<file path="src/rtl/cpu_types_pkg.sv">
// Shared types for the pipelined MIPS core: machine word, fetch-stage
// state encoding and the default sequential fetch increment.
package cpu_types_pkg;

  typedef logic [31:0] word_t;

  typedef enum logic [1:0] {
    FETCH  = 2'd0,
    HELD   = 2'd1,
    HALTED = 2'd2
  } fetch_state_t;

  localparam word_t FETCH_STRIDE_C = 32'd4;

endpackage

</file>
<file path="src/rtl/fetch_unit_pc_reg.sv">
// Program counter register for the fetch stage. A redirect loads the
// supplied target unmodified; an advance steps by the fetch stride with
// natural 32-bit wrap. Neither asserted means the PC holds.
module pc_reg
  import cpu_types_pkg::*;
#(
  parameter word_t PC_RESET = 32'h0,
  parameter word_t STRIDE   = FETCH_STRIDE_C
) (
  input  logic  CLK,
  input  logic  nRST,
  input  logic  advance,
  input  logic  redirect,
  input  word_t target,
  output word_t pc,
  output word_t pc_plus
);

  assign pc_plus = pc + STRIDE;

  // PC update: redirect target has priority over the sequential step.
  always_ff @(posedge CLK or negedge nRST) begin
    if (!nRST) begin
      pc <= PC_RESET;
    end else if (redirect) begin
      pc <= target;
    end else if (advance) begin
      pc <= pc_plus;
    end
  end

endmodule

</file>
<file path="src/rtl/fetch_unit.sv">
// Instruction-fetch stage: owns the PC, drives the icache request and
// hands the fetched word plus PC+stride to the IF/ID latch. A one-entry
// hold buffer parks an icache hit that arrives while the hazard unit is
// stalling, so the word is not refetched.
// Optional build macro FETCH_PERF_EN adds saturating fetch/stall counters.
module fetch_unit
  import cpu_types_pkg::*;
#(
  parameter word_t PC_RESET     = 32'h0,
  parameter word_t FETCH_STRIDE = FETCH_STRIDE_C
`ifdef FETCH_PERF_EN
  ,
  parameter int    CNT_W        = 32
`endif
) (
  input  logic              CLK,
  input  logic              nRST,
  input  logic              h_pcen,
  input  logic              ifid_pause,
  input  logic              branch_take,
  input  logic [31:0]       branch_target,
  input  logic              jump_take,
  input  logic [31:0]       jump_target,
  input  logic              halt,
  input  logic              ihit,
  input  logic [31:0]       imemload,
  output logic              imemREN,
  output logic [31:0]       imemaddr,
  output logic              if_valid,
  output logic [31:0]       if_instr,
  output logic [31:0]       if_npc,
`ifdef FETCH_PERF_EN
  output logic [CNT_W-1:0]  perf_fetch_cnt,
  output logic [CNT_W-1:0]  perf_stall_cnt,
`endif
  output logic              fetch_halted
);

  fetch_state_t state, next_state;
  word_t        pc, pc_plus, target;
  logic         stall, redirect;
  logic         pc_advance, pc_redirect;
  logic         hold_load, hold_clear;
  logic         hold_valid;
  word_t        hold_instr;

  assign stall    = !h_pcen | ifid_pause;
  assign redirect = branch_take | jump_take;
  assign target   = branch_take ? branch_target : jump_target;

  pc_reg #(
    .PC_RESET (PC_RESET),
    .STRIDE   (FETCH_STRIDE)
  ) u_pc_reg (
    .CLK      (CLK),
    .nRST     (nRST),
    .advance  (pc_advance),
    .redirect (pc_redirect),
    .target   (target),
    .pc       (pc),
    .pc_plus  (pc_plus)
  );

  assign imemaddr     = pc;
  assign if_npc       = pc_plus;
  assign fetch_halted = (state == HALTED);

  // State register; HALTED is only left through reset.
  always_ff @(posedge CLK or negedge nRST) begin
    if (!nRST) begin
      state <= FETCH;
    end else begin
      state <= next_state;
    end
  end

  // Hold buffer: parks a stalled hit until the stall clears or a redirect drops it.
  always_ff @(posedge CLK or negedge nRST) begin
    if (!nRST) begin
      hold_valid <= 1'b0;
      hold_instr <= '0;
    end else if (hold_load) begin
      hold_valid <= 1'b1;
      hold_instr <= imemload;
    end else if (hold_clear) begin
      hold_valid <= 1'b0;
    end
  end

  // Next-state and IF/ID outputs, priority halt > redirect > stall > delivery.
  always_comb begin
    next_state  = state;
    pc_advance  = 1'b0;
    pc_redirect = 1'b0;
    hold_load   = 1'b0;
    hold_clear  = 1'b0;
    imemREN     = 1'b0;
    if_valid    = 1'b0;
    if_instr    = '0;
    case (state)
      FETCH: begin
        imemREN = 1'b1;
        if (halt) begin
          next_state = HALTED;
        end else if (redirect) begin
          pc_redirect = 1'b1;
        end else if (ihit && stall) begin
          hold_load  = 1'b1;
          next_state = HELD;
        end else if (ihit) begin
          if_valid   = 1'b1;
          if_instr   = imemload;
          pc_advance = 1'b1;
        end
      end
      HELD: begin
        if (halt) begin
          next_state = HALTED;
        end else if (redirect) begin
          pc_redirect = 1'b1;
          hold_clear  = 1'b1;
          next_state  = FETCH;
        end else if (!stall) begin
          if_valid    = hold_valid;
          if_instr    = hold_instr;
          pc_advance  = 1'b1;
          hold_clear  = 1'b1;
          next_state  = FETCH;
        end
      end
      HALTED: begin
        next_state = HALTED;
      end
      default: begin
        next_state = FETCH;
      end
    endcase
  end

`ifdef FETCH_PERF_EN
  // Saturating performance counters, frozen once fetch has halted.
  always_ff @(posedge CLK or negedge nRST) begin
    if (!nRST) begin
      perf_fetch_cnt <= '0;
      perf_stall_cnt <= '0;
    end else if (state != HALTED) begin
      if (if_valid && (perf_fetch_cnt != '1)) begin
        perf_fetch_cnt <= perf_fetch_cnt + CNT_W'(1);
      end
      if (stall && (perf_stall_cnt != '1)) begin
        perf_stall_cnt <= perf_stall_cnt + CNT_W'(1);
      end
    end
  end
`endif

endmodule

</file>
<file path="config.mk">
export PLATFORM = sky130hd
export DESIGN_NAME = fetch_unit
export DESIGN_NICKNAME = d
export VERILOG_FILES = /design/src/rtl/cpu_types_pkg.sv /design/src/rtl/fetch_unit_pc_reg.sv /design/src/rtl/fetch_unit.sv
export SDC_FILE = /design/constraint.sdc
export NUM_CORES = 1
export LEC_CHECK = 0
export BUFFER_PORTS_ARGS = -buffer_cell sky130_fd_sc_hd__buf_2
export CAP_MARGIN = 10
export CORE_MARGIN = 2
export CORE_UTILIZATION = 43
export CTS_BUF_LIST = sky130_fd_sc_hd__clkbuf_16
export DETAILED_ROUTE_END_ITERATION = 10
export MAX_ROUTING_LAYER = met4
export PLACE_DENSITY = 0.78
export SETUP_SLACK_MARGIN = 0.05
export SYNTH_ARGS = -nofsm -noshare
export SYNTH_HDL_FRONTEND = slang
export SYNTH_SLANG_ARGS = --single-unit
</file>
<file path="constraint.sdc">
create_clock -name CLK -period 1.82 [get_ports CLK]
set_clock_uncertainty 0.2 [all_clocks]
set_input_delay 0 -clock CLK [delete_from_list [all_inputs] [get_ports CLK]]
set_output_delay 0 -clock CLK [all_outputs]
set_load 0.1 [all_outputs]
</file>
==> impl_metrics.py, run 1 <==
metrics = {
    "synthesis": {
        "yosysWarnings": 0,
        "synth_area_sq_um": 4228,
        "yosysUniqueCellTypes": 43,
        "synthFlopType": "dfrtp_1",
        "netlist.area_leader.share_pct": 39.66,
        "yosysTopAreaCell": "dfrtp_1",
        "ys_ff_latch": 67,
        "synthCells": 429,
        "synth_common_cells": "dfrtp_1, xor2_1, a22o_1, mux2_2, nor2b_1",
        "syn_nets": 534,
        "synth_edf_count": 0,
        "yosysMostFrequentCell": "dfrtp_1",
        "synth_area_per_cell_sq_um": 9.855,
        "synth.area.top_cells": "dfrtp_1, mux2_2, xor2_1",
        "synthArstFlopShare_pct": 100.0,
        "ys_seq_area_share_pct": 39.66,
    },
    "clock_network": {
        "cts_root_buf": "clkbuf_16",
        "cts-hold-fix-buffers": 101,
        "post_cts_buffers": 38,
        "cts_sinks": 67,
        "clockBufferDepth": 2,
        "cts_buffers": 9,
        "cts-resized-gates": 84,
        "htreeDepth": 3,
    },
    "status": {
        "error": "[ERROR DPL-0038] Utilization greater than 100%, impossible to legalize",
        "status": "did not finish",
        "stop_stage": "clock tree synthesis (4_1_cts)",
    },
    "place": {
        "gp_congestion": 0.9045,
        "dp_hpwl_microns": 11530,
        "port-buffer-count": 202,
        "dp_cells": 798,
    },
    "floorplanning": {
        "ios": 203,
        "rows": 36,
        "initial_core_util_pct": 43.86,
        "chipHeight_microns": 103.2,
        "die_w_microns": 103.2,
    },
}
[stage by stage]
step / instance area [sq um] / setup slack (ns) / util [%] / setup TNS [ns]
floorplan: 5324 / -0.9012 / - / -23.35
detailed placement: 7802 / -0.2142 / 80.95 / -3.968
global placement: 7802 / -0.1656 / 80.95 / -2.067
[cell families after synthesis]
kind of cell	count (synthesis)	share of synthesized area, %
simple gates	125	17.16
compound gates	101	17.19
flops	67	39.66
xor+xnor	55	11.39
buf+inv	42	4.350
mux	38	9.944
fa+ha+maj	1	0.2959
==> run 2: changes to the inputs <==
--- a/config.mk
+++ b/config.mk
@@ -8,12 +8,9 @@
 export BUFFER_PORTS_ARGS = -buffer_cell sky130_fd_sc_hd__buf_2
 export CAP_MARGIN = 10
 export CORE_MARGIN = 2
-export CORE_UTILIZATION = 43
-export CTS_BUF_LIST = sky130_fd_sc_hd__clkbuf_16
+export CORE_UTILIZATION = 30
 export DETAILED_ROUTE_END_ITERATION = 10
-export MAX_ROUTING_LAYER = met4
-export PLACE_DENSITY = 0.78
-export SETUP_SLACK_MARGIN = 0.05
+export PLACE_DENSITY_LB_ADDON = 0.15
 export SYNTH_ARGS = -nofsm -noshare
 export SYNTH_HDL_FRONTEND = slang
 export SYNTH_SLANG_ARGS = --single-unit
==> constraint.sdc (replaced) <==
create_clock -name CLK -period 2.35 [get_ports CLK]
set_clock_uncertainty 0.2 [all_clocks]
set_input_delay 0 -clock CLK [delete_from_list [all_inputs] [get_ports CLK]]
set_output_delay 0 -clock CLK [all_outputs]
set_load 0.1 [all_outputs]
==> run 2 against run 1 <==
The run now ends clean; synthesized cell count stayed put; area after synthesis did not move.
==> impl_metrics.py, run 2 <==
metrics = {
    "status": {
        "status": "finished, final reports clean",
    },
    "critical_path": {
        "cp_cell_sequence": "ha_4, nand3_4, nor4_4, buf_6, and2_4, nand2_4, xnor2_4, buf_12",
        "critPathSlowestCell": "dfrtp_4",
        "start_kind": "flip-flop",
        "crit_required_ns": 2.15,
        "r2r-end": "u_pc_reg.pc[25]$_DFFE_PN0P_",
        "rr_startpoint": "state[1]$_DFFE_PN0P_",
        "rrSetupSlack_ns": 0.15,
        "crit_fanout": 5,
        "endpoint_kind": "output port",
        "crit_type": "flip-flop to output port",
        "cp_slowest_stage_delay_ns": 0.44,
        "cp_data_arrival_time_ns": 2.12,
        "startpoint": "u_pc_reg.pc[3]$_DFFE_PN0P_",
        "crit_end": "if_npc[30]",
        "reg2regPathDepth": 6,
    },
    "synthesis": {
        "yosysWarnings": 0,
        "synth_edf_count": 0,
        "ys_ff_latch": 67,
        "synth.area.top_cells": "dfrtp_1, mux2_2, xor2_1",
        "synth_area_per_cell_sq_um": 9.855,
        "synth_area_sq_um": 4228,
        "syn_nets": 534,
        "ys_seq_area_share_pct": 39.66,
        "yosysMostFrequentCell": "dfrtp_1",
        "netlist.area_leader.share_pct": 39.66,
        "yosysTopAreaCell": "dfrtp_1",
        "synthArstFlopShare_pct": 100.0,
        "synthCells": 429,
        "yosysUniqueCellTypes": 43,
        "synth_common_cells": "dfrtp_1, xor2_1, a22o_1, mux2_2, nor2b_1",
        "synthFlopType": "dfrtp_1",
    },
    "clock_network": {
        "cts_buffers": 9,
        "clock_latency_ns": 0.34,
        "cts_sinks": 67,
        "clockBufferDepth": 2,
        "cts_root_buf": "clkbuf_16",
        "htreeDepth": 3,
        "clkSlewWorstSetupHoldPaths_ns": 0.06,
        "tritoncts": "yes",
    },
    "place": {
        "place_ws_ns": 0.08889,
        "gp_congestion": 0.8106,
        "dp_cells": 790,
        "port-buffer-count": 202,
        "placed_cell_area_sq_um": 6817,
        "dp_hpwl_microns": 10200,
    },
    "finish": {
        "areaGrowthSynthToFinish_pct": 101.2,
        "design_area_sq_um": 8508,
        "drive_gt1_share_pct": 49.87,
        "final_common_cell": "buf_2",
        "nNetsFinal": 858,
        "multi_input_area_sq_um": 2963,
        "final_cell_mix": "buf_2, dlygate4sd3_1, buf_12",
        "instances_no_fill": 938,
        "n_antenna_cell": 0,
        "fillerInstances": 1051,
        "regArea_sq_um": 1755,
    },
    "floorplanning": {
        "core_sq_um": 13830,
        "initial_core_util_pct": 30.58,
        "rows": 43,
        "chipHeight_microns": 122.7,
        "die_w_microns": 122.7,
        "ios": 203,
        "die_area_sq_um": 15060,
    },
    "detailed_routing": {
        "vias": 4620,
        "wirelength_microns": 15090,
        "detail_route.first_pass.iterations": 6,
        "drt_iter0_drc": 204,
        "viasPerCell": 4.925,
        "drcViolationCount": 0,
        "wl_per_cell_microns": 16.08,
        "ant_nets": 0,
    },
    "pwr": {
        "powerDensity_nw_per_um2": 1416,
        "power_leakage_nw": 3.741,
        "ir_drop_v": 0.0009912,
    },
    "sta": {
        "slew_violations": 0,
        "tightestPinTransition_ns": 0.6841,
        "finalHoldViolations": 0,
        "fin_crit_sh_pct": 98.70,
        "fmax_mhz": 431.1,
        "setup_violations": 0,
        "rsz0062_at_grt": "yes",
        "layout_setup_ws_ns": 0.03048,
        "relSlewSlack_pct": 54.39,
        "min_period_ns": 2.320,
    },
    "global_route": {
        "grt_pass1_vias": 4823,
        "grt_pass1_wl_microns": 23850,
        "grt_max_degree": 60,
        "track_usage_pct": 20.23,
        "grt-ovfl-total": 0,
        "antenna_found_initial": 1,
    },
    "job": {
        "maxCapViolCount": 0,
    },
    "hold_path": {
        "min_path_type": "input pin to asynchronous set/reset pin",
    },
}
run 2: cell counts after synthesis:
Identical to the previous run, type by type.
run 2: how the worst min path moves through the flow:
stage / slack, ns / start / end / cells past startpoint
3_3_place_gp: -0.11 / nRST / state[1]$_DFFE_PN0P_ / 1
6_report: 0.04 / nRST / hold_instr[27]$_DFFE_PN0P_ / 2
5_1_grt: 0.07 / branch_take / u_pc_reg.pc[28]$_DFFE_PN0P_ / 3
2_1_floorplan: -0.50 / nRST / hold_instr[0]$_DFFE_PN0P_ / 0
3_5_place_dp: -0.11 / nRST / state[1]$_DFFE_PN0P_ / 1
4_1_cts: 0.02 / branch_take / u_pc_reg.pc[28]$_DFFE_PN0P_ / 3
run 2: cell type report:
class / count / share of cell area, %
Clock buffer: 9 / 2.647
Sequential cell: 67 / 20.63
Multi-Input combinational cell: 320 / 34.82
Tap cell: 180 / 2.647
Clock inverter: 7 / 1.206
Inverter: 4 / 0.1765
Timing Repair Buffer: 351 / 37.87
run 2: metal layers:
metal / share of wire (%) / track usage [%] / vias to the layer above
met2: 50 / 35.12 / 159
met4: 2.6 / 8.333 / 2
met1: 39 / 22.72 / 2220
met5: 0.053 / 0 / -
li1: - / - / 2206
met3: 8.1 / 6.645 / 33
run 2: cell families after synthesis:
logic type	share of synthesized area, %
xor+xnor	11.39
compound gates	17.19
fa+ha+maj	0.2959
flops	39.66
simple gates	17.16
mux	9.944
buf+inv	4.350
run 2: metrics by stage:
step           utilization, %  hold slack [ns]  power (W)  setup TNS, ns
3_3_place_gp            49.30          -0.1141   0.009995              0
3_5_place_dp            49.30          -0.1117    0.01008              0
2_1_floorplan               -          -0.4956   0.008456         -3.741
6_report                61.53          0.04022    0.01205              0
4_1_cts                 60.91          0.01905    0.01201              0
5_1_grt                 61.53          0.06780    0.01251        -0.2262
run 2: critical path, delay by kind of cell (launching register included):
family / cells / cell delay [ns]
XOR/XNOR: 1 / 0.15
adder cells (fa/ha/maj): 1 / 0.16
AND/OR/NAND/NOR: 4 / 0.67
buffers and inverters: 2 / 0.35
flip-flops: 1 / 0.44
run 2: repair_timing:
item | CTS | global route
endpoints found under the hold margin | 95 | 0
setup buffers | 24 | 5
setup endpoints to repair | 11 | 26
hold buffers | 103 | 0
pin swaps | 13 | 7
gates resized for setup | 16 | 10
run 2: report_power, final:
group / leakage, nW / switching [W] / internal [W]
Combinational: 2.79 / 0.00587 / 0.00230
Sequential: 0.798 / 0.000646 / 0.00175
Clock: 0.156 / 0.000553 / 0.000936
No activity file was read; power rests on OpenSTA's default activity.
